`src/rtl/wb_stage_reg.sv`:
```
// Writeback stage: source select, load extract/extend, one-entry output register, retire counter.
// Latency: 1 cycle from accepted input beat to out_valid; one beat per cycle with out_ready high.
// Backpressure: in_ready = !out_valid || out_ready; held beat is stable while out_ready is low.
//
// Ports:
//   clk, rst_n          clock, asynchronous active-low reset
//   flush               drops the held beat and any beat presented in the same cycle
//   in_valid/in_ready   upstream handshake
//   wb_sel              0 = ALU, 1 = MEM (extracted load), 2 = PC+4, 3 = IMM
//   alu_result, mem_rdata, pc_plus4, imm   candidate writeback sources
//   funct3, byte_off    load type and address bits [1:0]
//   rd_in, reg_write_in destination register and write request
//   out_valid/out_ready downstream handshake
//   write_data, rd_out, reg_write_out, misalign   registered beat
//   retire_cnt          count of beats accepted downstream (wraps)
//
// Optional: define WB_FWD_EN to add fwd_rs1/fwd_rs2 inputs and fwd_hit1/fwd_hit2
// outputs flagging that the held beat can forward write_data to a source operand.
// XLEN must be at least 32.

module wb_stage_reg #(
    parameter int XLEN  = 32,
    parameter int RA_W  = 5,
    parameter int CNT_W = 32
) (
    input  logic             clk,
    input  logic             rst_n,
    input  logic             flush,
    input  logic             in_valid,
    output logic             in_ready,
    input  logic [1:0]       wb_sel,
    input  logic [XLEN-1:0]  alu_result,
    input  logic [XLEN-1:0]  mem_rdata,
    input  logic [XLEN-1:0]  pc_plus4,
    input  logic [XLEN-1:0]  imm,
    input  logic [2:0]       funct3,
    input  logic [1:0]       byte_off,
    input  logic [RA_W-1:0]  rd_in,
    input  logic             reg_write_in,
`ifdef WB_FWD_EN
    input  logic [RA_W-1:0]  fwd_rs1,
    input  logic [RA_W-1:0]  fwd_rs2,
    output logic             fwd_hit1,
    output logic             fwd_hit2,
`endif
    output logic             out_valid,
    input  logic             out_ready,
    output logic [XLEN-1:0]  write_data,
    output logic [RA_W-1:0]  rd_out,
    output logic             reg_write_out,
    output logic             misalign,
    output logic [CNT_W-1:0] retire_cnt
);

    localparam logic [2:0] F3_LB  = 3'b000;
    localparam logic [2:0] F3_LH  = 3'b001;
    localparam logic [2:0] F3_LW  = 3'b010;
    localparam logic [2:0] F3_LBU = 3'b100;
    localparam logic [2:0] F3_LHU = 3'b101;

    localparam logic [1:0] SEL_ALU = 2'd0;
    localparam logic [1:0] SEL_MEM = 2'd1;
    localparam logic [1:0] SEL_PC4 = 2'd2;
    localparam logic [1:0] SEL_IMM = 2'd3;

    // ------------------------------------------------------------------
    // Handshake
    // ------------------------------------------------------------------
    logic load_beat;
    logic retire;

    assign in_ready  = !out_valid || out_ready;
    assign load_beat = in_valid && in_ready && !flush;
    assign retire    = out_valid && out_ready;

    // ------------------------------------------------------------------
    // Load lane extraction and extension
    // ------------------------------------------------------------------
    logic [7:0]      ld_byte;
    logic [15:0]     ld_half;
    logic [31:0]     ld_word;
    logic [XLEN-1:0] ld_data;
    logic            ld_misalign;

    always_comb begin
        ld_byte = 8'h00;
        case (byte_off)
            2'd0:    ld_byte = mem_rdata[7:0];
            2'd1:    ld_byte = mem_rdata[15:8];
            2'd2:    ld_byte = mem_rdata[23:16];
            default: ld_byte = mem_rdata[31:24];
        endcase
    end

    // Half lane is chosen by byte_off[1] only; byte_off[0] is a misalignment, not a lane.
    assign ld_half = byte_off[1] ? mem_rdata[31:16] : mem_rdata[15:0];
    assign ld_word = mem_rdata[31:0];

    // Size casts of $signed operands sign-extend, plain operands zero-extend;
    // this also keeps the XLEN == 32 word case free of zero-width replications.
    always_comb begin
        ld_data     = '0;
        ld_misalign = 1'b0;
        case (funct3)
            F3_LB: begin
                ld_data = XLEN'($signed(ld_byte));
            end
            F3_LBU: begin
                ld_data = XLEN'(ld_byte);
            end
            F3_LH: begin
                ld_data     = XLEN'($signed(ld_half));
                ld_misalign = byte_off[0];
            end
            F3_LHU: begin
                ld_data     = XLEN'(ld_half);
                ld_misalign = byte_off[0];
            end
            F3_LW: begin
                ld_data     = XLEN'($signed(ld_word));
                ld_misalign = (byte_off != 2'd0);
            end
            default: begin
                // Reserved load encodings are reported through the misalign flag.
                ld_data     = '0;
                ld_misalign = 1'b1;
            end
        endcase
    end

    // ------------------------------------------------------------------
    // Source select and write qualification
    // ------------------------------------------------------------------
    logic [XLEN-1:0] nxt_data;
    logic            nxt_misalign;
    logic            nxt_reg_write;

    always_comb begin
        nxt_data     = '0;
        nxt_misalign = 1'b0;
        case (wb_sel)
            SEL_ALU: nxt_data = alu_result;
            SEL_MEM: begin
                nxt_misalign = ld_misalign;
                nxt_data     = ld_misalign ? '0 : ld_data;
            end
            SEL_PC4: nxt_data = pc_plus4;
            SEL_IMM: nxt_data = imm;
            default: nxt_data = '0;
        endcase
    end

    // Writes to x0 are suppressed here so the register file never sees them.
    assign nxt_reg_write = reg_write_in && (rd_in != '0) && !nxt_misalign;

    // ------------------------------------------------------------------
    // Output register and retire counter
    // ------------------------------------------------------------------
    always_ff @(posedge clk or negedge rst_n) begin
        if (!rst_n) begin
            out_valid     <= 1'b0;
            write_data    <= '0;
            rd_out        <= '0;
            reg_write_out <= 1'b0;
            misalign      <= 1'b0;
            retire_cnt    <= '0;
        end else begin
            // A held beat accepted downstream in a flush cycle has already
            // been consumed, so it still counts.
            if (retire) begin
                retire_cnt <= retire_cnt + CNT_W'(1);
            end

            if (flush) begin
                // Data and rd are left stale; out_valid and the write enable
                // are what make the slot inert.
                out_valid     <= 1'b0;
                reg_write_out <= 1'b0;
                misalign      <= 1'b0;
            end else if (load_beat) begin
                out_valid     <= 1'b1;
                write_data    <= nxt_data;
                rd_out        <= rd_in;
                reg_write_out <= nxt_reg_write;
                misalign      <= nxt_misalign;
            end else if (out_ready) begin
                out_valid     <= 1'b0;
            end
        end
    end

`ifdef WB_FWD_EN
    // ------------------------------------------------------------------
    // Operand forwarding hit detection (combinational on held beat)
    // ------------------------------------------------------------------
    assign fwd_hit1 = out_valid && reg_write_out && (rd_out == fwd_rs1) && (fwd_rs1 != '0);
    assign fwd_hit2 = out_valid && reg_write_out && (rd_out == fwd_rs2) && (fwd_rs2 != '0);
`endif

endmodule

```
`config.mk`:
```
export PLATFORM = sky130hd
export DESIGN_NAME = wb_stage_reg
export DESIGN_NICKNAME = d
export VERILOG_FILES = /design/src/rtl/wb_stage_reg.sv
export SDC_FILE = /design/constraint.sdc
export NUM_CORES = 1
export LEC_CHECK = 0
export BUFFER_PORTS_ARGS = -buffer_cell sky130_fd_sc_hd__buf_2
export CORE_MARGIN = 8
export CORE_UTILIZATION = 35
export DETAILED_ROUTE_END_ITERATION = 7
export GPL_ROUTABILITY_DRIVEN = 0
export GPL_TIMING_DRIVEN = 1
export PLACE_DENSITY_LB_ADDON = 0.25
export SETUP_SLACK_MARGIN = 0.5
export SYNTH_ARGS = -nofsm -noshare
export SYNTH_HDL_FRONTEND = slang
export SYNTH_SLANG_ARGS = --single-unit
```
`constraint.sdc`:
```
create_clock -name clk -period 1.6 [get_ports clk]
set_input_delay 0.08 -clock clk [delete_from_list [all_inputs] [get_ports clk]]
set_output_delay 0.08 -clock clk [all_outputs]
set_load 0.03 [all_outputs]
```
[After elaboration in Yosys (flattened, before gate mapping)]
Index checks and enable logic that the tools add are counted.
Word-level totals
  flip-flop bits (word level): 72
  input port bits: 146
  output and inout bits: 73
  word-level logic and storage cells: 50
Operators by class
  add/subtract/negate cells: 1
  equality and inequality tests: 9
  muxes and demuxes: 14
  bitwise gates (word level): 1
  reductions and logical operators: 19
Operators by type and width (number)
  $pmux 32 s5: 1
  $pmux 32 s4: 1
  $add 32x1->32 const B: 1
  $mux 32: 1
  $pmux 8 s3: 1
  $mux 16: 1
  $mux 1: 8
  $eq 2x2->1 const B: 3
  $eq 3x3->1 const B: 2
  $logic_and 1x1->1: 5
  $reduce_bool 5->1: 1
  $eq 2x1->1 const B: 2
  $logic_not 2->1: 2
  $reduce_bool 2->1: 2
  $reduce_or 2->1: 2
  $eq 3x1->1 const B: 1
  $eq 3x2->1 const B: 1
  $logic_not 1->1: 3
  $logic_not 3->1: 1
  $pmux 1 s3: 1
  $reduce_bool 3->1: 1
  $reduce_and 2->1: 1
  $logic_or 1x1->1: 1
  $not 1->1: 1

[Depth between registers and ports, before layout]
  word-level depth: 8
  gate-level depth with buffers: 7
  depth with buffers taken out: 5

[Worst setup path after synthesis]
OpenSTA, ideal clock, no wires.
  kind: register to register
  start point: reg out_valid
  end point: reg write_data[30]
  setup time: 0.150 ns
  data arrival time: 1.823 ns
  slack: -0.373 ns
  stages on the path, launching flop included: 6
  path buffers: 2
  cell sequence: dfrtp_1 nand2b_1 nand3b_1 buf_2 clkbuf_1 o221ai_1
Between the ends
  longest elaborated chain between the ends: 5
RTL lines
  start, declared: line 46  | output logic out_valid,
  start signal, assigned: line 161  | out_valid <= 1'b0;
  start signal, assigned: line 177  | out_valid <= 1'b0;
  start signal, assigned: line 181  | out_valid <= 1'b1;
  $logic_not 1->1: line 72  | assign in_ready = !out_valid || out_ready;
  $logic_or 1x1->1: line 72
  named net in_ready: line 30  | output logic in_ready,
  $logic_and 1x1->1 (2 in series): line 73  | assign load_beat = in_valid && in_ready && !flush;
  $reduce_and 2->1 (no source line)
  end signal, assigned: line 182  | write_data <= nxt_data;
  end, declared: line 48  | output logic [XLEN-1:0] write_data,
The timed path passes the listed nets, and every way through them passes these cells.
A chain may end at the register's enable or synchronous reset.

[Worst setup path after layout]
  start point: reg out_valid
  end point: reg write_data[15]
Between the ends
  longest elaborated chain between the ends: 5
RTL lines (line)
  $logic_not 1->1: 72
  $logic_or 1x1->1: 72
  $logic_and 1x1->1 (2 in series): 73
  $reduce_and 2->1 (no source line)
No other way between the ends.

==> flow_summary.json <==
{
  "die_y_um": 132.9,
  "cts_tree": "done",
  "path_cells": "nand2b_4 -> buf_6 -> nor3b_4 -> buf_4 -> buf_6 -> buf_16 -> buf_12 -> nor2_1 -> a211oi_1",
  "yosysWarnings": 0,
  "synth_top_area_share": 0.3769,
  "syn_inst": 482,
  "worst_slew_pin_slew_ns": 0.5641,
  "layout_min_cycle_time_ns": 1.664,
  "start_kind": "flop",
  "synth_top_area_cell": "dfrtp_1",
  "worst_ep_required_time_ns": 1.85,
  "peakVddDrop_v": 0.0005508,
  "p_int_w": 0.004347,
  "tns_ns": -0.1321,
  "violations": "setup timing",
  "io_buffer_count": 218,
  "rows": 42,
  "ys.flop_type": "dfrtp_1",
  "worstSetupPathType": "flop to flop",
  "pwr-share-comb": 0.356,
  "fin_nets": 921,
  "initial_core_util": 0.3596,
  "dpl.hpwl_um": 14190,
  "fin_util": 0.6057,
  "slew_headroom": 0.6240,
  "slew_violations": 0,
  "overflow": 0,
  "routed-via-count": 5106,
  "outcome": "finished, violations left",
  "path_depth": 9,
  "first_iter_violations": 321,
  "numCtsBuffers": 9,
  "grt_max_degree": 42,
  "clk_pin_slew_ns": 0.06,
  "ys_ff_latch": 72,
  "p_sw_frac": 0.3602,
  "finalSetupViolations": 10,
  "cts.sinks": 72,
  "grt_pass1_wl_um": 29430,
  "powerDensity_mw_per_mm2": 843.8,
  "synthArstFlopShare": 1.000,
  "power_frac_clock": 0.311,
  "p_sw_w": 0.002448,
  "synth_area_leaders": "dfrtp_1, mux2i_1, o221ai_2, nand2_1, mux4_2",
  "coreArea_mm2": 0.01330,
  "worstHoldPathType": "input pin to flop",
  "antenna_found_initial": 5,
  "grt_pass1_vias": 5462,
  "ctsLongestPathBuffers": 2,
  "final_hold_viol_count": 0,
  "first_pass_iters": 5,
  "clock_skew_ns": 0.005719,
  "die_area_mm2": 0.01766,
  "netlist_area_mm2": 0.004781,
  "ant_nets": 0,
  "rsz0062_at_grt": "true",
  "crit_arrival_ns": 1.91,
  "cp_top_family": "buffers and inverters",
  "die_w_um": 132.9,
  "h-tree-depth": 3,
  "maxCapViolations": 0,
  "rr_worst_depth": 9,
  "place_area_mm2": 0.006514,
  "syn_nets": 629,
  "setup_ws_ns": -0.06425,
  "fmax_ghz": 0.6009,
  "totalWireLength_um": 19700,
  "crit_buf_inv": 5,
  "cts_root_buf": "clkbuf_16",
  "detail_route.wl_per_cell_um": 20.57,
  "hold_path_depth": 3,
  "critPathMaxFanout": 5,
  "cpMostUsedCell": "buf_6",
  "yosysUniqueCellTypes": 52,
  "syn2layout_area_growth_pct": 68.44,
  "power_leakage_nw": 3.898,
  "synth_commonest_cells": "dfrtp_1, nand2_1, nor2_1, mux2i_1, a21oi_1",
  "power_frac_seq": 0.333,
  "fin_crit_sh": 1.040,
  "via_per_inst": 5.330,
  "final_area_mm2": 0.008053,
  "clk_latency_ns": 0.35,
  "slowest_stage": "dfrtp_2",
  "drc": 0,
  "synth.most_common_cell": "dfrtp_1",
  "track_usage": 0.2101,
  "avgSynthCellArea_um2": 9.919,
  "ys_seq_area_frac": 0.3769,
  "drive_above_1_share": 0.6239,
  "synth_edf_count": 0,
  "io_pins": 219,
  "end_kind": "flop",
  "cpPeakStageDelay_ns": 0.45
}
[worst reg2reg max path, cell delays in order, from the launching register on]
cell,delay [ns]
dfrtp_2,0.45
nand2b_4,0.10
buf_6,0.09
nor3b_4,0.24
buf_4,0.16
buf_6,0.10
buf_16,0.12
buf_12,0.10
nor2_1,0.03
a211oi_1,0.19
[cells in the final DEF, fill, tap and decap left out, types with 8 or more instances in the layout]
| cell type | Yosys | final |
|---|---|---|
| nor2_1 | 32 | 23 |
| nor4_4 | 0 | 12 |
| clkbuf_16 | 0 | 10 |
| nand3_1 | 11 | 9 |
| buf_6 | 7 | 49 |
| mux2i_1 | 31 | 28 |
| buf_12 | 0 | 9 |
| dfrtp_1 | 72 | 50 |
| nand2_1 | 59 | 38 |
| mux4_2 | 8 | 8 |
| buf_2 | 12 | 195 |
| a22oi_2 | 10 | 10 |
| dfrtp_2 | 0 | 22 |
| a21oi_1 | 29 | 27 |
| nand2_2 | 0 | 18 |
| xnor2_1 | 11 | 9 |
| o221ai_2 | 16 | 17 |
| inv_1 | 14 | 14 |
| buf_4 | 2 | 51 |
| xor2_1 | 20 | 20 |
[power groups by stage]
| stage | clock (W) | combinational [W] | sequential (W) |
|---|---|---|---|
| floorplan | 0 | 0.000708 | 0.00273 |
| global placement | 0 | 0.00189 | 0.00226 |
| detailed placement | 0 | 0.00193 | 0.00227 |
| CTS | 0.00215 | 0.00218 | 0.00223 |
| global route | 0.00223 | 0.00255 | 0.00229 |
| finish | 0.00211 | 0.00242 | 0.00226 |
[what timing repair did]
item / 4_1_cts / 5_1_grt
gates cloned: 6 / 1
hold endpoints to repair: 48 / 0
endpoints found under the setup margin: 84 / 88
gates resized for setup: 84 / 73
hold buffers: 7 / 0
setup buffers: 20 / 24
pin swaps: 26 / 30
[sequential cells by signal (all words and copies together), names as in the netlist]
signal	cells
retire_cnt	32
out_valid	1
misalign	1
reg_write_out	1
rd_out	5
write_data	32
[path summary, 6_finish.rpt]
path	from	slack, ns	end
min in group asynchronous	rst_n	0.26	retire_cnt[31]$_DFFE_PN0P_
hold / removal	mem_rdata[8]	0.04	write_data[8]$_DFFE_PN0P_
setup / recovery	out_valid$_DFFE_PN0P_	-0.06	write_data[15]$_DFFE_PN0P_
hold reg to reg	retire_cnt[31]$_DFFE_PN0P_	0.47	retire_cnt[31]$_DFFE_PN0P_
setup reg to reg	out_valid$_DFFE_PN0P_	-0.06	write_data[15]$_DFFE_PN0P_
max in group asynchronous	rst_n	0.73	write_data[9]$_DFFE_PN0P_
[through the flow]
| stage | setup slack [ns] | hold slack (ns) | instances | total power, W |
|---|---|---|---|---|
| 6_report | -0.06425 | 0.04088 | 958 | 0.006795 |
| 5_1_grt | -0.1206 | 0.05338 | 958 | 0.007070 |
| 4_1_cts | 0.01116 | 0.007484 | 930 | 0.006554 |
| 3_5_place_dp | -0.05345 | 0.1239 | 881 | 0.004194 |
| 3_3_place_gp | -0.01358 | 0.1107 | 881 | 0.004147 |
| 2_1_floorplan | -0.03703 | -0.2156 | 482 | 0.003436 |
[final cells by class]
cell class | instances | area (µm²)
Fill cell | 1116 | 5243
Multi-Input combinational cell | 355 | 3257
Timing Repair Buffer | 322 | 2384
Sequential cell | 72 | 1829
Clock buffer | 9 | 225.2
Tap cell | 176 | 220.2
Clock inverter | 7 | 77.57
Inverter | 14 | 52.55
Antenna cell | 3 | 7.507
[metal layers]
| layer | routed length (µm) | vias up | track usage |
|---|---|---|---|
| met5 | 22 | - | 0 |
| met4 | 372 | 4 | 0.07697 |
| met3 | 1384 | 34 | 0.06435 |
| met2 | 10160 | 196 | 0.3618 |
| met1 | 7768 | 2489 | 0.2395 |
| li1 | - | 2383 | - |
[cells by family after synthesis]
| kind of cell | Yosys count | share of synthesized area |
|---|---|---|
| adder cells (fa/ha/maj) | 1 | 0.002617 |
| multiplexers | 44 | 0.1167 |
| flip-flops | 72 | 0.3769 |
| XOR/XNOR | 31 | 0.05679 |
| AND/OR/NAND/NOR | 161 | 0.1832 |
| AO/OA/AOI/OAI | 118 | 0.2049 |
| buffers and inverters | 55 | 0.05889 |
No activity file was read; power rests on OpenSTA's default activity.
